### src/rtl/aes_dec_iter_ctrl.sv
// -----------------------------------------------------------------------------
// aes_dec_iter_ctrl
//
// Iterative AES decryption sequencer. A single decrypt_round datapath instance
// is reused NR times. For each accepted ciphertext block the controller:
//   1. fetches round key NR from the key store and runs one decrypt_round pass,
//   2. repeats for keys NR-1 down to 1,
//   3. fetches key 0 and performs the final AddRoundKey itself,
//   4. presents the plaintext on the output handshake.
// Only one block is in flight at a time.
//
// Handshake semantics (both in_* and out_* sides):
//   A transfer happens on a rising clock edge where valid and ready are both
//   high. The producer keeps valid and data stable until that edge; the
//   consumer may raise or drop ready at any time. ready without valid, or
//   valid without ready, has no effect.
//
// Parameters
//   NR         number of decrypt_round passes (10, 12 or 14)
//   KEY_LAT    cycles from key_rd_en high to key_rd_data valid (0 = comb.)
//   ROUND_LAT  cycles from stable rnd_in/rnd_key to valid rnd_out
//
// Ports
//   clk, rst_an                 clock (posedge) and synchronous active-low reset
//   in_valid/in_ready/in_data   ciphertext input handshake
//   out_valid/out_ready/out_data plaintext output handshake
//   key_rd_en/key_addr          key store read strobe and round-key index
//   key_rd_data                 round key returned by the key store
//   rnd_in/rnd_key/rnd_select   state, key and inverse-S-box select to decrypt_round
//   rnd_out                     result from decrypt_round
//   busy                        high whenever the controller is not IDLE
//
// Timing per block (cycles after the accept edge):
//   NR x (FETCH: KEY_LAT+1, EXEC: ROUND_LAT+1), then FIN_FETCH: KEY_LAT+1,
//   then DONE until the output handshake.
//
// The FSM state is held in state_q (type state_t) so external checkers can
// bind to it directly.
// -----------------------------------------------------------------------------
module aes_dec_iter_ctrl #(
    parameter int NR        = 10,
    parameter int KEY_LAT   = 1,
    parameter int ROUND_LAT = 1
) (
    input  logic         clk,
    input  logic         rst_an,
    input  logic         in_valid,
    output logic         in_ready,
    input  logic [127:0] in_data,
    output logic         out_valid,
    input  logic         out_ready,
    output logic [127:0] out_data,
    output logic         key_rd_en,
    output logic [3:0]   key_addr,
    input  logic [127:0] key_rd_data,
    output logic [127:0] rnd_in,
    output logic [127:0] rnd_key,
    output logic         rnd_select,
    input  logic [127:0] rnd_out,
    output logic         busy
);

    // -------------------------------------------------------------------------
    // Local parameters
    // -------------------------------------------------------------------------
    // The phase counter only has to reach the longer of the two latencies.
    localparam int PMAX   = (KEY_LAT > ROUND_LAT) ? KEY_LAT : ROUND_LAT;
    localparam int PCNT_W = (PMAX < 2) ? 1 : $clog2(PMAX + 1);

    localparam logic [PCNT_W-1:0] KEY_LAST   = PCNT_W'(KEY_LAT);
    localparam logic [PCNT_W-1:0] ROUND_LAST = PCNT_W'(ROUND_LAT);
    localparam logic [PCNT_W-1:0] PCNT_ONE   = PCNT_W'(1);
    localparam logic [3:0]        NR_INIT    = 4'(NR);

    // -------------------------------------------------------------------------
    // State encoding
    // -------------------------------------------------------------------------
    typedef enum logic [2:0] {
        IDLE      = 3'd0,
        FETCH     = 3'd1,
        EXEC      = 3'd2,
        FIN_FETCH = 3'd3,
        DONE      = 3'd4
    } state_t;

    // -------------------------------------------------------------------------
    // Registers
    // -------------------------------------------------------------------------
    state_t              state_q,      state_d;
    logic [3:0]          rcnt_q,       rcnt_d;      // next round-key index
    logic [PCNT_W-1:0]   pcnt_q,       pcnt_d;      // cycle within FETCH/EXEC
    logic [127:0]        st_q,         st_d;        // working state
    logic [127:0]        key_q,        key_d;       // round key, doubles as rnd_key
    logic [127:0]        rnd_in_q,     rnd_in_d;
    logic [127:0]        out_q,        out_d;
    logic                in_ready_q,   in_ready_d;
    logic                out_valid_q,  out_valid_d;
    logic                key_rd_en_q,  key_rd_en_d;
    logic                rnd_select_q, rnd_select_d;
    logic                busy_q,       busy_d;

    logic fetch_last;
    logic exec_last;

    assign fetch_last = (pcnt_q == KEY_LAST);
    assign exec_last  = (pcnt_q == ROUND_LAST);

    // -------------------------------------------------------------------------
    // Next-state and next-output logic
    // -------------------------------------------------------------------------
    always_comb begin
        state_d      = state_q;
        rcnt_d       = rcnt_q;
        pcnt_d       = pcnt_q + PCNT_ONE;
        st_d         = st_q;
        key_d        = key_q;
        rnd_in_d     = rnd_in_q;
        out_d        = out_q;

        unique case (state_q)
            IDLE: begin
                pcnt_d = '0;
                if (in_valid && in_ready_q) begin
                    st_d    = in_data;
                    rcnt_d  = NR_INIT;
                    state_d = FETCH;
                end
            end

            FETCH: begin
                if (fetch_last) begin
                    // Key and state are loaded into the datapath-facing
                    // registers on the same edge, so both are stable for the
                    // whole EXEC phase.
                    key_d    = key_rd_data;
                    rnd_in_d = st_q;
                    pcnt_d   = '0;
                    state_d  = EXEC;
                end
            end

            EXEC: begin
                if (exec_last) begin
                    st_d     = rnd_out;
                    rcnt_d   = rcnt_q - 4'd1;
                    key_d    = '0;
                    rnd_in_d = '0;
                    pcnt_d   = '0;
                    // rcnt_q == 1 means the round just finished used key 1;
                    // only the final AddRoundKey with key 0 remains.
                    state_d  = (rcnt_q == 4'd1) ? FIN_FETCH : FETCH;
                end
            end

            FIN_FETCH: begin
                if (fetch_last) begin
                    out_d   = st_q ^ key_rd_data;
                    pcnt_d  = '0;
                    state_d = DONE;
                end
            end

            DONE: begin
                pcnt_d = '0;
                if (out_ready) begin
                    // Clearing here leaves IDLE with zero data outputs and
                    // key_addr parked at NR, the same as after reset.
                    out_d   = '0;
                    st_d    = '0;
                    rcnt_d  = NR_INIT;
                    state_d = IDLE;
                end
            end

            default: begin
                state_d = IDLE;
                pcnt_d  = '0;
            end
        endcase

        // Flag outputs are decoded from the next state so they are registered
        // and line up with the state they describe.
        in_ready_d   = (state_d == IDLE);
        busy_d       = (state_d != IDLE);
        out_valid_d  = (state_d == DONE);
        rnd_select_d = (state_d == EXEC);
        key_rd_en_d  = ((state_d == FETCH) || (state_d == FIN_FETCH)) &&
                       (pcnt_d == '0);
    end

    // -------------------------------------------------------------------------
    // Sequential logic (synchronous active-low reset wins over everything)
    // -------------------------------------------------------------------------
    always_ff @(posedge clk) begin
        if (!rst_an) begin
            state_q      <= IDLE;
            rcnt_q       <= NR_INIT;
            pcnt_q       <= '0;
            st_q         <= '0;
            key_q        <= '0;
            rnd_in_q     <= '0;
            out_q        <= '0;
            in_ready_q   <= 1'b1;
            out_valid_q  <= 1'b0;
            key_rd_en_q  <= 1'b0;
            rnd_select_q <= 1'b0;
            busy_q       <= 1'b0;
        end else begin
            state_q      <= state_d;
            rcnt_q       <= rcnt_d;
            pcnt_q       <= pcnt_d;
            st_q         <= st_d;
            key_q        <= key_d;
            rnd_in_q     <= rnd_in_d;
            out_q        <= out_d;
            in_ready_q   <= in_ready_d;
            out_valid_q  <= out_valid_d;
            key_rd_en_q  <= key_rd_en_d;
            rnd_select_q <= rnd_select_d;
            busy_q       <= busy_d;
        end
    end

    // -------------------------------------------------------------------------
    // Outputs
    // -------------------------------------------------------------------------
    // rcnt is NR in IDLE, the round index in FETCH and 0 in FIN_FETCH/DONE,
    // which is exactly the key index the store has to see.
    assign key_addr   = rcnt_q;
    assign in_ready   = in_ready_q;
    assign out_valid  = out_valid_q;
    assign out_data   = out_q;
    assign key_rd_en  = key_rd_en_q;
    assign rnd_in     = rnd_in_q;
    assign rnd_key    = key_q;
    assign rnd_select = rnd_select_q;
    assign busy       = busy_q;

endmodule

### config.mk
export PLATFORM = sky130hd
export DESIGN_NAME = aes_dec_iter_ctrl
export DESIGN_NICKNAME = d
export VERILOG_FILES = /design/src/rtl/aes_dec_iter_ctrl.sv
export SDC_FILE = /design/constraint.sdc
export NUM_CORES = 1
export LEC_CHECK = 0
export BUFFER_PORTS_ARGS = -buffer_cell sky130_fd_sc_hd__buf_2
export CELL_PAD_IN_SITES_DETAIL_PLACEMENT = 1
export CELL_PAD_IN_SITES_GLOBAL_PLACEMENT = 1
export CORE_AREA = 2 2 304 306
export CTS_BUF_LIST = sky130_fd_sc_hd__clkbuf_4 sky130_fd_sc_hd__clkbuf_8
export DETAILED_ROUTE_END_ITERATION = 10
export DIE_AREA = 0 0 306 308
export PLACE_DENSITY = 0.66
export SLEW_MARGIN = 25
export SYNTH_ARGS = -nofsm -noshare
export SYNTH_HDL_FRONTEND = slang
export SYNTH_SLANG_ARGS = --single-unit
### constraint.sdc
create_clock -name clk -period 2.1 [get_ports clk]
set_input_delay 0.105 -clock clk [delete_from_list [all_inputs] [get_ports clk]]
set_output_delay 0.105 -clock clk [all_outputs]
set_load 0.05 [all_outputs]
==> results.md, run 1 <==
Outcome:
- The run finished with clean final reports.

Finish:
- Summing all non-filler instances in the final layout gives an area of around 34000 um2.
- The relative area change from synthesis to final layout is 52.59%.
- The final net count is around 3.9k.
- Of the cells placed in the final design, the portion with a size suffix greater than 1 is 0.3012.
- In the final layout, flip-flops and latches occupy 10520 um2.
- Counting the fill cells in the layout gives 10.57k.
- The multi-input combinational cells in the finished layout cover a total of 10550 um2.
- Measured on the finished design, the core utilization comes to 0.3727.

Hold path:
- The type of the worst min-delay path is input port to flip-flop.

Timing:
- The normalized max-slew margin is 0.5168.
- Across the routed clock network, the largest skew measured is approximately 0.040 ns.
- Summed over all failing endpoints, the final setup total negative slack is 0 ns.
- The final period demand of the worst path is 1.932 ns.
- For the pin with the worst max-slew slack, the measured transition is between 0.7 and 0.8 ns.
- The share of the clock period used by the worst path after layout is 0.9199.
- Setup repair after global routing left no endpoint under its margin.
- The final count of pins violating max slew is 0.
- The number of hold violations in the final report is 0.
- Based on the critical path, the design can be clocked at up to a little over 500 MHz.
- Setup violations remaining at the end of the flow were counted as 0.

Routing:
- The number of antenna-violating nets in the routed design is 0.
- The per-cell via count in the routed design is 4.993.
- For this run, design rule violations remaining after detail routing come to 0.
- After the first detailed-routing iteration, the DRC count stood at between 1.5k and 2k.
- The routed design has 107400 um of wire.
- The overall via count from detail_route is about 24k.
- The first-pass iteration count of the detailed router is 6.
- After detailed routing, the average wire length per cell comes to roughly 23 um.

Global route:
- The number of global-route vias before repair is about 25k.
- The initial antenna violation count was 12.
- Entering global routing, the biggest net connects roughly 70 pins.
- For this run the aggregate overflow at the end of global routing stands at 0.
- The first global-routing pass estimated 158100 um of wire.
- In the global route stage, overall resource usage came out at 0.2176.

Clocking:
- The clock tree from TritonCTS is done.
- For this design, the sink count on the clock tree is 525.
- Clock latency on the worst-skew pair, taken at its later pin, is approximately 0.7 ns.
- The clock transition time at the flip-flop clock pins of the worst setup and hold paths is 0.06 ns.
- In this run, CTS created clock tree buffers numbering 95.
- Counting along the longest clock path gives a buffer depth of 3.
- The clock tree synthesis step divided the H-tree into 3 levels.
- In this run the clock root is driven by a sky130_fd_sc_hd__clkbuf_8.

Logic synthesis:
- The net count after synthesis is ~2.8k.
- Counting flops with an async set or reset pin after synthesis yields a share of 0.
- The fraction of synthesized cell area taken by the top area cell type is 0.4730.
- Ranked by total cell area, the synthesized netlist is headed by sky130_fd_sc_hd__dfxtp_1, sky130_fd_sc_hd__a22oi_1, sky130_fd_sc_hd__nor2b_1.
- The count of distinct cell types in the synthesized netlist is 45.
- Summing every instance area after synthesis gives 22220 um2.
- For this run, the register share of the synthesized area comes to 0.4730.
- A synthesized cell averages 9.391 um2.
- For this run, the number of Yosys warnings is 0.
- The number of synthesized flops with an enable pin is 0.
- The synthesized design spends more area on one cell type than any other, namely sky130_fd_sc_hd__dfxtp_1.
- The synthesized design contains roughly 530 register bits.
- The flip-flop cell with the highest count after synthesis is sky130_fd_sc_hd__dfxtp_1.
- Synthesis handed over a netlist of about 2.4k instances.

Critical path:
- At the worst endpoint, the arrival time is 2.54 ns.
- For this run, the slowest stage of the critical path takes 0.51 ns.
- The kind of end point of the critical path is a flip-flop.
- At the worst endpoint, the required time is 2.71 ns.
- By startpoint and endpoint, the worst setup path is classified as flip-flop to flip-flop.
- Along the worst path, the maximum fanout reaches 32.
- The worst-path cell with the longest stage delay is sky130_fd_sc_hd__dfxtp_4.
- The type of element launching the critical path is a flip-flop.
- The critical path goes through a21oi_1 -> a221oi_4 -> buf_12 -> buf_12 -> o21ai_0 -> a21oi_1.
- The sum of buffers and inverters on the critical path is 2.
- The dominant delay contributor by cell family on the critical path is compound AO/OA/AOI/OAI gates.

Place:
- The cell area reported after detailed placement is around 28000 um2.
- Port buffering added about 800 buffers.
- Summed over all nets, the half-perimeter wirelength after detailed placement is 72850 um.
- At the end of routability-driven placement, the weighted congestion stood at about 0.91.

Power:
- Of the total power, the clock network draws 0.430.
- Of the total power, the share spent switching nets is 0.2780.
- Power spread over the standard cell area amounts to about 760 nW/um2.
- The internal cell power is roughly 19 mW.
- The switching power total is 7.157 mW.
- Of the total power, registers draw 0.420.
- The static leakage power is between 10 and 15 nW.
- The worst-case IR drop observed on VDD is 0.0003869 V.
- Of the total power, combinational logic draws 0.150.

Die:
- In this run the standard cell core region covers 90970 um2.
- The die is 306 um wide.
- In this run the core area contains 111 standard-cell rows.
- The floorplan step defined a die boundary enclosing ~94000 um2.
- The count of pins on the block boundary is 781.
- The floorplan step set the die height to 308 um.
- For this configuration, the core starts out at a cell density of 0.2442.

Run:
- The max-capacitance violation count is 0.
-- repair_timing --
item,4_1_cts,5_1_grt
resized for setup,0,1
endpoints found under the setup margin,0,14
hold endpoints to repair,436,0
buffers inserted,0,0
hold buffers,387,0
-- layout by cell type (no fill, tap or decap), drive strengths merged, types with 2 or more instances in the layout --
master	synthesis	layout
a22oi	384	384
a32o	2	2
o21a	2	2
clkinv	0	12
nand2	130	130
bufinv	0	5
dlygate4sd3	0	387
nor3b	2	2
o21ai	131	131
a22o	128	128
clkbuf	122	153
ha	2	2
buf	124	889
a221oi	2	2
a21boi	128	128
nand2b	4	4
nor2	8	8
xor2	129	129
nand3b	2	2
nor2b	260	260
inv	3	6
nor3	2	2
diode	0	10
nor4	2	2
nand3	128	128
a21oi	132	132
dfxtp	525	525
-- state kept, by name, indices dropped and copies added (netlist names) --
name / count
exec_last: 1
rnd_in: 128
state_q: 3
key_rd_en: 1
rnd_select: 1
busy: 1
key_addr: 4
out_valid: 1
rnd_key: 128
in_ready: 1
st_q: 128
out_data: 128
-- worst paths after layout --
check / startpoint / endpoint / slack [ns] / depth (start not counted)
hold reg to reg: out_data[119] / out_data[119] / 0.45 / 2
hold / removal: key_rd_data[38] / rnd_key[38] / 0.25 / 4
setup / recovery: state_q[1] / st_q[102] / 0.17 / 6
setup reg to reg: state_q[1] / st_q[102] / 0.17 / 6
-- cell usage after synthesis (3+ instances only) --
| cell | n |
|---|---|
| sky130_fd_sc_hd__nand2_1 | 130 |
| sky130_fd_sc_hd__buf_2 | 83 |
| sky130_fd_sc_hd__xor2_1 | 129 |
| sky130_fd_sc_hd__a22oi_1 | 384 |
| sky130_fd_sc_hd__nand2b_1 | 4 |
| sky130_fd_sc_hd__nor2_1 | 8 |
| sky130_fd_sc_hd__o21ai_0 | 68 |
| sky130_fd_sc_hd__dfxtp_1 | 525 |
| sky130_fd_sc_hd__o21ai_1 | 63 |
| sky130_fd_sc_hd__buf_6 | 8 |
| sky130_fd_sc_hd__a21boi_0 | 98 |
| sky130_fd_sc_hd__a21boi_1 | 30 |
| sky130_fd_sc_hd__inv_1 | 3 |
| sky130_fd_sc_hd__nand3_1 | 128 |
| sky130_fd_sc_hd__nor2b_1 | 260 |
| sky130_fd_sc_hd__a22o_1 | 128 |
| sky130_fd_sc_hd__a21oi_1 | 132 |
| sky130_fd_sc_hd__buf_4 | 32 |
| sky130_fd_sc_hd__clkbuf_1 | 121 |
-- layer usage --
layer  track usage  up-vias  routed length (um)
met1        0.2519    11690               43440
met2        0.3658      903               51130
met5             0        -                  40
li1              -    10870                   -
met3       0.05793      327                6755
met4        0.1182        6                6043
-- logic make-up after synthesis --
kind of cell / synth area share
xor gates and xnor gates: 0.05085
adders and majority gates: 0.001126
buffers and inverters: 0.05490
and+or+nand+nor: 0.1317
AOI/OAI and AO/OA: 0.2884
DFF: 0.4730
-- per-stage QoR --
stage          setup WS (ns)  power (mW)  hold slack, ns  std cells
2_1_floorplan         0.2521       12.76          0.2757       2366
3_3_place_gp          0.1802       14.15          0.3858       4195
3_5_place_dp          0.1357       14.20          0.3998       4195
4_1_cts               0.1171       25.97          0.1590       4755
5_1_grt              0.02214       26.84          0.2053       4762
6_report              0.1683       25.75          0.2451       4765
-- power groups by stage --
| stage | Clock [mW] | Combinational [mW] | Sequential, mW |
|---|---|---|---|
| CTS | 11.4 | 3.78 | 10.8 |
| global placement | 0 | 3.15 | 11.0 |
| finish | 11.1 | 3.87 | 10.8 |
| global route | 11.8 | 4.15 | 10.8 |
| detailed placement | 0 | 3.19 | 11.0 |
| floorplan | 0 | 1.61 | 11.2 |
-- tightest hold or removal path, stage by stage --
cell,delay (ns)
sky130_fd_sc_hd__dlygate4sd3_1,0.51
sky130_fd_sc_hd__buf_2,0.12
sky130_fd_sc_hd__a22oi_1,0.06
sky130_fd_sc_hd__nor2b_1,0.10
-- area by class of cell --
cell class,instances,share of cell area
Timing Repair Buffer,1276,0.2693
Sequential cell,525,0.3103
Multi-Input combinational cell,1592,0.3113
Antenna cell,10,0.0007381
Inverter,3,0.0003321
Clock buffer,153,0.05694
Clock inverter,20,0.007381
Tap cell,1186,0.04377
(Power assumes the default switching activity.)
==> run 2: changes to the inputs <==
--- a/config.mk
+++ b/config.mk
@@ -9,7 +9,6 @@
 export CELL_PAD_IN_SITES_DETAIL_PLACEMENT = 1
 export CELL_PAD_IN_SITES_GLOBAL_PLACEMENT = 1
 export CORE_AREA = 2 2 304 306
-export CTS_BUF_LIST = sky130_fd_sc_hd__clkbuf_4 sky130_fd_sc_hd__clkbuf_8
 export DETAILED_ROUTE_END_ITERATION = 10
 export DIE_AREA = 0 0 306 308
 export PLACE_DENSITY = 0.66
==> constraint.sdc (replaced) <==
create_clock -name clk -period 2.3 [get_ports clk]
set_input_delay 0.115 -clock clk [delete_from_list [all_inputs] [get_ports clk]]
set_output_delay 0.115 -clock clk [all_outputs]
set_load 0.05 [all_outputs]
==> results.md, run 2 (synthesis gave the netlist of run 1 again) <==
Timing:
- The aggregate negative setup slack was 0 ns (unchanged).
- The highest attainable clock frequency came to 448.9 MHz (-13%).
- Setup repair after global routing left no endpoint under its margin.
- The share of the clock period used by the worst path after layout is 0.9685 (+0.04858).
- The number of hold violations in the final report is 0 (unchanged).
- The normalized max-slew margin is 0.4834 (-0.03343).
- The minimum setup slack in the final design is 0.07254 ns (-0.09571 ns).
- The final number of setup-violating endpoints is 0 (unchanged).
- The final count of pins violating max slew is 0 (unchanged).
- The worst setup skew after layout is 0.02208 ns (-0.01774 ns).
- The final period demand of the worst path is 2.227 ns (+0.2957 ns).
- The transition at the pin with the smallest max-transition slack is 0.7750 ns (+0.05014 ns).

Finish:
- The layout filler cell count was 10.63k (+0.52%).
- In the layout the commonest cells are sky130_fd_sc_hd__buf_2, sky130_fd_sc_hd__dfxtp_1, sky130_fd_sc_hd__dlygate4sd3_1.
- The post-layout instance area is 33610 um2 (-0.88%).
- Leaving out fill and tap cells, the most frequent cell in the layout is sky130_fd_sc_hd__buf_2.
- The relative area change from synthesis to final layout is 51.25%.
- The combined flip-flop and latch cell area is 10520 um2 (unchanged).
- The final net count is 3829 (-1.4%).
- The share of the core filled with cells is 0.3694 (-0.003274).
- The fraction of layout cells with a size suffix above 1 is 0.2806 (-0.02057).
- The area used by multi-input combinational logic is 10550 um2 (unchanged).

Critical path:
- The origin of the critical flop-to-flop path is state_q[2].
- The kind of end point of the critical path is a flip-flop.
- The flop-to-flop setup slack came to 0.07 ns (-0.10 ns).
- Walking the worst path, the cells encountered are buf_8 -> nor2_4 -> buf_12 -> clkbuf_16 -> a22o_1 -> a22oi_1 -> dlygate4sd3_1 -> a21oi_1.
- In this run the critical register-to-register path is captured at st_q[58].
- The data required time at the worst endpoint is 2.83 ns (+0.12 ns).
- The biggest cell delay along the critical path is 0.61 ns (+0.10 ns).
- The worst-path cell with the longest stage delay is sky130_fd_sc_hd__dlygate4sd3_1.
- The data arrival time of the worst path was 2.76 ns (+0.22 ns).
- The maximum fanout count along the critical path is 27 (-16%).
- The kind of critical path is flip-flop to flip-flop.
- The number of cells traversed by the worst register-to-register path came to 8 (+2).
- The type of element launching the critical path is a flip-flop.

Routing:
- The first-pass iteration count of the detailed router is 5 (-1).
- The per-cell via count in the routed design is 5.007 (+0.29%).
- The overall routed net length came to 106700 um (-0.70%).
- The number of DRC violations after detailed routing was 0 (unchanged).
- The number of antenna-violating nets in the routed design is 0 (unchanged).
- The detailed router's first-iteration violation count was 1615 (+4.9%).
- The overall via count from detail_route was 23.43k (-1.5%).
- The wire length per cell is 22.80 um (+1.1%).

Place:
- The count of input and output buffers is 780 (unchanged).
- The detailed placement HPWL is 69800 um (-4.2%).
- The setup slack after placement was 0.1776 ns (+0.04185 ns).
- The final weighted congestion in routability-driven placement was 0.9180 (+0.70%).
- The cell area reported after detailed placement was 27500 um2 (-1.2%).

Die:
- The number of placement rows is 111 (unchanged).
- The starting density of the core is 0.2442 (unchanged).
- The area inside the core boundary is 90970 um2 (unchanged).
- The count of pins on the block boundary is 781 (unchanged).
- The overall die area is 94250 um2 (unchanged).
- The die outline width is 306 um (unchanged).
- The die height was 308 um (unchanged).

Global route:
- The global-route wire length before repair was 152200 um (-3.7%).
- The number of global-route vias before repair was 24.25k (-3.1%).
- The total grt overflow is 0 (unchanged).
- The pin count of the biggest net entering global routing was 112 (+56%).
- The initial antenna violation count was 12 (unchanged).
- The overall fraction of global-route tracks in use came to 0.2087 (-0.008892).

Clocking:
- The TritonCTS sink count came to 525 (unchanged).
- The maximum clock path buffer count is 3 (unchanged).
- TritonCTS built the clock tree.
- The clock transition time at the flip-flop clock pins of the worst setup and hold paths came to 0.06 ns (about the same).
- The deepest level of the CTS H-tree came to 2 (-1).
- The library cell used as clock root buffer is sky130_fd_sc_hd__clkbuf_16.
- The clock latency of the later-clocked register in the worst-skew pair is 0.62 ns (-0.08 ns).
- The total CTS buffers came to 60 (-37%).

Power:
- The internal cell power is 17.24 mW (-7.2%).
- The clock share of power is 0.432 (+0.002).
- The static leakage power is 14.38 nW (-1.7%).
- The power density of the placed cells is 702.3 nW/um2 (-7.5%).
- The part of the total power dissipated in sequential elements is 0.418 (-0.002).
- The portion of total power attributed to combinational logic is 0.150 (about the same).
- The peak ir drop on the vdd network is 0.0005347 V (+38%).
- The switching power total was 6.359 mW (-11%).
- The switching fraction of total power is 0.2694 (-0.008538).

Hold path:
- The tightest min-delay check is of the input port to flip-flop type.
- The worst hold path begins at in_data[62].
- The terminating pin of the worst hold path is st_q[62].
- The cell count of the worst hold path was 4 (unchanged).

Run:
- The max-capacitance violation count was 0 (unchanged).

Outcome:
- The run finished with clean final reports.
-- run 2: cell count changes in the layout (fill, tap and decap cells not counted), moves of 2 or more --
cell and change:
sky130_fd_sc_hd__buf_12 -11, sky130_fd_sc_hd__buf_4 -13, sky130_fd_sc_hd__bufinv_16 +3, sky130_fd_sc_hd__clkbuf_1 +15, sky130_fd_sc_hd__clkbuf_16 +66, sky130_fd_sc_hd__clkbuf_4 -28
sky130_fd_sc_hd__clkbuf_8 -114, sky130_fd_sc_hd__clkinv_2 -3, sky130_fd_sc_hd__clkinvlp_4 +2, sky130_fd_sc_hd__diode_2 -2, sky130_fd_sc_hd__dlygate4sd3_1 -2
-- run 2: power groups by stage --
stage	combinational [mW]	clock (mW)	sequential (mW)
global placement	2.83	0	10.0
global route	3.80	10.8	9.90
CTS	3.43	10.4	9.85
floorplan	1.47	0	10.2
finish	3.54	10.2	9.86
detailed placement	2.86	0	10.0
-- run 2: cell type report --
class,count,area share
sequential,525,0.3130
antenna,8,0.0005957
timing repair buffer,1257,0.2662
tap,1186,0.04416
clock inverter,20,0.009308
inverter,3,0.0003351
clock buffer,88,0.05235
multi-input combinational,1592,0.3140
-- run 2: timing repair --
item,4_1_cts,5_1_grt
resized for setup,0,6
hold buffers,385,0
hold endpoints to repair,396,0
endpoints found under the setup margin,0,74
setup buffers,0,5
-- run 2: worst max path at each step --
stage / start / to / cells past startpoint
floorplan: in_ready / key_addr[2] / 5
CTS: state_q[2] / st_q[1] / 6
global placement: state_q[0] / out_data[50] / 5
detailed placement: state_q[0] / out_data[87] / 5
global route: state_q[1] / st_q[114] / 8
finish: state_q[2] / st_q[58] / 8
-- run 2: through the flow --
step / hold WS (ns) / power, mW / instances
after CTS: 0.01072 / 23.72 / 4662
after floorplan: 0.2857 / 11.65 / 2366
final: 0.04880 / 23.60 / 4679
after detailed placement: 0.4155 / 12.90 / 4169
after global routing: 0.01182 / 24.50 / 4677
after global placement: 0.3968 / 12.87 / 4169
-- run 2: critical path: cells and delay by family (launching register included) --
kind                   cells  cell delay (ns)
DFF                        1             0.38
AOI/OAI and AO/OA          3             0.37
and+or+nand+nor            1             0.20
buffers and inverters      4             1.15
-- run 2: metal layers --
| metal | vias up | share of wire | GRT usage |
|---|---|---|---|
| li1 | 10740 | - | - |
| met1 | 11490 | 0.41 | 0.2468 |
| met2 | 896 | 0.48 | 0.3522 |
| met3 | 290 | 0.065 | 0.04989 |
| met4 | 10 | 0.051 | 0.1057 |
| met5 | - | 0.00065 | 0 |
==> run 3: changes to the inputs <==
--- a/config.mk
+++ b/config.mk
@@ -5,13 +5,14 @@
 export SDC_FILE = /design/constraint.sdc
 export NUM_CORES = 1
 export LEC_CHECK = 0
+export ABC_AREA = 1
 export BUFFER_PORTS_ARGS = -buffer_cell sky130_fd_sc_hd__buf_2
 export CELL_PAD_IN_SITES_DETAIL_PLACEMENT = 1
 export CELL_PAD_IN_SITES_GLOBAL_PLACEMENT = 1
-export CORE_AREA = 2 2 304 306
+export CORE_AREA = 2 2 308 310
 export DETAILED_ROUTE_END_ITERATION = 10
-export DIE_AREA = 0 0 306 308
-export PLACE_DENSITY = 0.66
+export DIE_AREA = 0 0 310 312
+export PLACE_DENSITY = 0.69
 export SLEW_MARGIN = 25
 export SYNTH_ARGS = -nofsm -noshare
 export SYNTH_HDL_FRONTEND = slang
==> results.md, run 3 <==
Logic synthesis:
- The synthesized netlist cell count is 3391 (+43%).
- The total number of yosys warnings is 0 (unchanged).
- The register area share after synthesis is 0.4608 (-0.01227).
- The fraction of synthesized cell area taken by the top area cell type came to 0.4608 (-0.01227).
- Yosys instantiated no cell more often than sky130_fd_sc_hd__nand2_1.
- The net count after synthesis is 3781 (+37%).
- The number of synthesized flops with an enable pin is 0 (unchanged).
- In the synthesized netlist the dominant register cell turns out to be sky130_fd_sc_hd__dfxtp_1.
- The count of distinct cell types in the synthesized netlist came to 22 (-51%).
- Yosys attributes the largest share of cell area to sky130_fd_sc_hd__dfxtp_1, sky130_fd_sc_hd__nand2_1, sky130_fd_sc_hd__a21oi_1.
- The mean area per synthesized cell came to 6.727 um2 (-28%).
- Sorting the synthesized cells by how often they occur yields sky130_fd_sc_hd__nand2_1, sky130_fd_sc_hd__dfxtp_1, sky130_fd_sc_hd__nor2_1.
- The total of flip-flops plus latches after synthesis is 525 (unchanged).
- sky130_fd_sc_hd__dfxtp_1 takes more of the synthesized area than any other cell.
- The async set-reset flop share out of synthesis is 0 (unchanged).
- The synthesized area is 22810 um2 (+2.7%).

Critical path:
- The data required time at the worst endpoint was 2.84 ns (about the same).
- The worst setup path is captured at a flip-flop.
- By startpoint and endpoint, the worst setup path is classified as flip-flop to flip-flop.
- The maximum fanout count along the critical path is 86 (+220%).
- The data arrival time of the worst path is 2.81 ns (+0.05 ns).
- The worst setup path is launched from a flip-flop.
- The flop-to-flop setup slack is 0.03 ns (-0.04 ns).

Timing:
- The normalized max-slew margin is 0.5316 (+0.04825).
- The number of hold violations in the final report came to 0 (unchanged).
- The final period demand of the worst path is 2.271 ns (+0.04315 ns).
- The worst setup skew after layout came to 0.03012 ns (+0.008042 ns).
- The final number of setup-violating endpoints is 0 (unchanged).
- The final count of pins violating max slew is 0 (unchanged).
- The minimum setup slack in the final design was 0.02939 ns (-0.04315 ns).
- The transition at the pin with the smallest max-transition slack came to 0.7026 ns (-0.07237 ns).
- The highest attainable clock frequency is 440.4 MHz (-1.9%).
- The share of the clock period used by the worst path after layout was 0.9872 (+0.01876).

Global route:
- The global-route wire length before repair is 160500 um (+5.5%).
- The pin count of the biggest net entering global routing is 110 (-1.8%).
- The initial antenna violation count is 6 (-6).
- The number of global-route vias before repair is 27.31k (+13%).
- The total grt overflow was 0 (unchanged).
- The overall fraction of global-route tracks in use was 0.2136 (+0.004875).

Routing:
- The wire length per cell was 18.51 um (-19%).
- The per-cell via count in the routed design came to 4.498 (-10%).
- The detailed router's first-iteration violation count came to 1524 (-5.6%).
- The overall routed net length is 107100 um (+0.36%).
- The number of antenna-violating nets in the routed design came to 0 (unchanged).
- The first-pass iteration count of the detailed router is 5 (unchanged).
- The number of DRC violations after detailed routing is 0 (unchanged).
- The overall via count from detail_route is 26.01k (+11%).

Clocking:
- The library cell used as clock root buffer is sky130_fd_sc_hd__clkbuf_16.
- The maximum clock path buffer count was 3 (unchanged).
- The total CTS buffers is 66 (+10%).
- The TritonCTS sink count is 525 (unchanged).
- TritonCTS built the clock tree.
- The clock latency of the later-clocked register in the worst-skew pair came to 0.61 ns (about the same).
- The deepest level of the CTS H-tree is 3 (+1).
- The clock transition time at the flip-flop clock pins of the worst setup and hold paths was 0.06 ns (about the same).

Finish:
- Leaving out fill and tap cells, the most frequent cells in the layout are sky130_fd_sc_hd__nand2_1, sky130_fd_sc_hd__buf_2, sky130_fd_sc_hd__dfxtp_1.
- The relative area change from synthesis to final layout is 50.63%.
- The leading cell type in the layout, fill and taps excluded is sky130_fd_sc_hd__nand2_1.
- The area used by multi-input combinational logic is 10320 um2 (-2.2%).
- The final instance count without filler cells is 5783 (+24%).
- The fraction of layout cells with a size suffix above 1 is 0.2175 (-0.06312).
- The combined flip-flop and latch cell area came to 10510 um2 (about the same).
- The layout filler cell count was 11.84k (+11%).
- The final net count is 4871 (+27%).

Die:
- The area inside the core boundary is 93050 um2 (+2.3%).
- The overall die area came to 96720 um2 (+2.6%).
- The die outline width came to 310 um (+1.3%).
- The starting density of the core is 0.2451 (+0.0008985).
- The count of pins on the block boundary came to 781 (unchanged).
- The number of placement rows was 112 (+0.90%).
- The die height is 312 um (+1.3%).

Power:
- The power density of the placed cells is 743.4 nW/um2 (+5.8%).
- The peak ir drop on the vdd network came to 0.0005333 V (-0.25%).
- The static leakage power is 16.83 nW (+17%).
- The total power is 25.54 mW (+8.2%).

Run:
- The max-capacitance violation count is 0 (unchanged).

Place:
- The count of placed standard cells including taps is 5289 (+27%).
- The setup slack after placement is 0.3138 ns (+0.1362 ns).
- The final weighted congestion in routability-driven placement is 0.9179 (about the same).
- The detailed placement HPWL was 73450 um (+5.2%).
- The count of input and output buffers is 780 (unchanged).

Outcome:
- The run finished with clean final reports.

Hold path:
- The type of the worst min-delay path is input port to flip-flop.
[run 3: cell types whose count changed after synthesis, moves of 128 or more]
cell | previous run | this run
sky130_fd_sc_hd__a21oi_1 | 132 | 351
sky130_fd_sc_hd__inv_1 | 3 | 265
sky130_fd_sc_hd__nand2_1 | 130 | 1267
sky130_fd_sc_hd__a22o_1 | 128 | 0
sky130_fd_sc_hd__a22oi_1 | 384 | 0
sky130_fd_sc_hd__nor2b_1 | 260 | 0
sky130_fd_sc_hd__nor2_1 | 8 | 433
[run 3: per-stage QoR]
stage / instance area, um2 / utilization / setup TNS (ns) / hold WS (ns)
after floorplan: 22810 / - / 0 / 0.2623
after global placement: 28330 / 0.3045 / 0 / 0.3918
after detailed placement: 28330 / 0.3045 / 0 / 0.3988
after CTS: 34320 / 0.3688 / 0 / 0.0004587
after global routing: 34360 / 0.3692 / -0.0009861 / 0.04228
final: 34360 / 0.3693 / 0 / 0.04303
[run 3: repair_timing]
item,4_1_cts,5_1_grt
hold buffers,377,0
hold endpoints to repair,368,0
resized for setup,0,5
setup buffers,0,1
endpoints found under the setup margin,0,46
[run 3: cell families after synthesis]
logic type      share of synthesized area
fa+ha+maj                        0.001097
xor+xnor                          0.04953
simple gates                       0.3134
buf+inv                           0.08963
flops                              0.4608
compound gates                    0.08557
[run 3: path summary, 6_finish.rpt]
| kind | endpoint | depth (start not counted) | from |
|---|---|---|---|
| max | st_q[5] | 8 | state_q[0] |
| min | st_q[103] | 5 | in_data[103] |
| max reg2reg | st_q[5] | 8 | state_q[0] |
| min reg2reg | rnd_in[11] | 2 | rnd_in[11] |
[run 3: area by class of cell]
| type | count | share of cell area |
|---|---|---|
| multi-input cells | 2370 | 0.3003 |
| inverters | 271 | 0.03011 |
| repair buffers | 1247 | 0.2534 |
| diodes | 5 | 0.0003641 |
| flip-flops and latches | 525 | 0.3059 |
| clock buffers | 91 | 0.05433 |
| well taps | 1254 | 0.04566 |
| clock inverters | 20 | 0.009941 |
[run 3: critical path: stages, from the launching register on]
cell and delay [ns]:
sky130_fd_sc_hd__dfxtp_1 0.41, sky130_fd_sc_hd__inv_1 0.12, sky130_fd_sc_hd__nand3_4 0.13, sky130_fd_sc_hd__buf_16 0.29
sky130_fd_sc_hd__nand3_1 0.19, sky130_fd_sc_hd__nand2_1 0.14, sky130_fd_sc_hd__dlygate4sd3_1 0.57, sky130_fd_sc_hd__nor2_1 0.06
sky130_fd_sc_hd__nor2_1 0.11
[run 3: power by group]
group / total (mW) / internal [mW] / switching [mW]
Combinational: 4.67 / 1.88 / 2.78
Sequential: 10.2 / 9.66 / 0.572
Clock: 10.6 / 6.30 / 4.34
[run 3: per-layer routing]
| layer | GRT usage | vias to the layer above | wire length [um] |
|---|---|---|---|
| li1 | - | 12510 | - |
| met1 | 0.2459 | 12370 | 42910 |
| met2 | 0.3669 | 811 | 51210 |
| met3 | 0.04448 | 322 | 6359 |
| met4 | 0.1187 | 0 | 6580 |
| met5 | 0 | - | 0 |
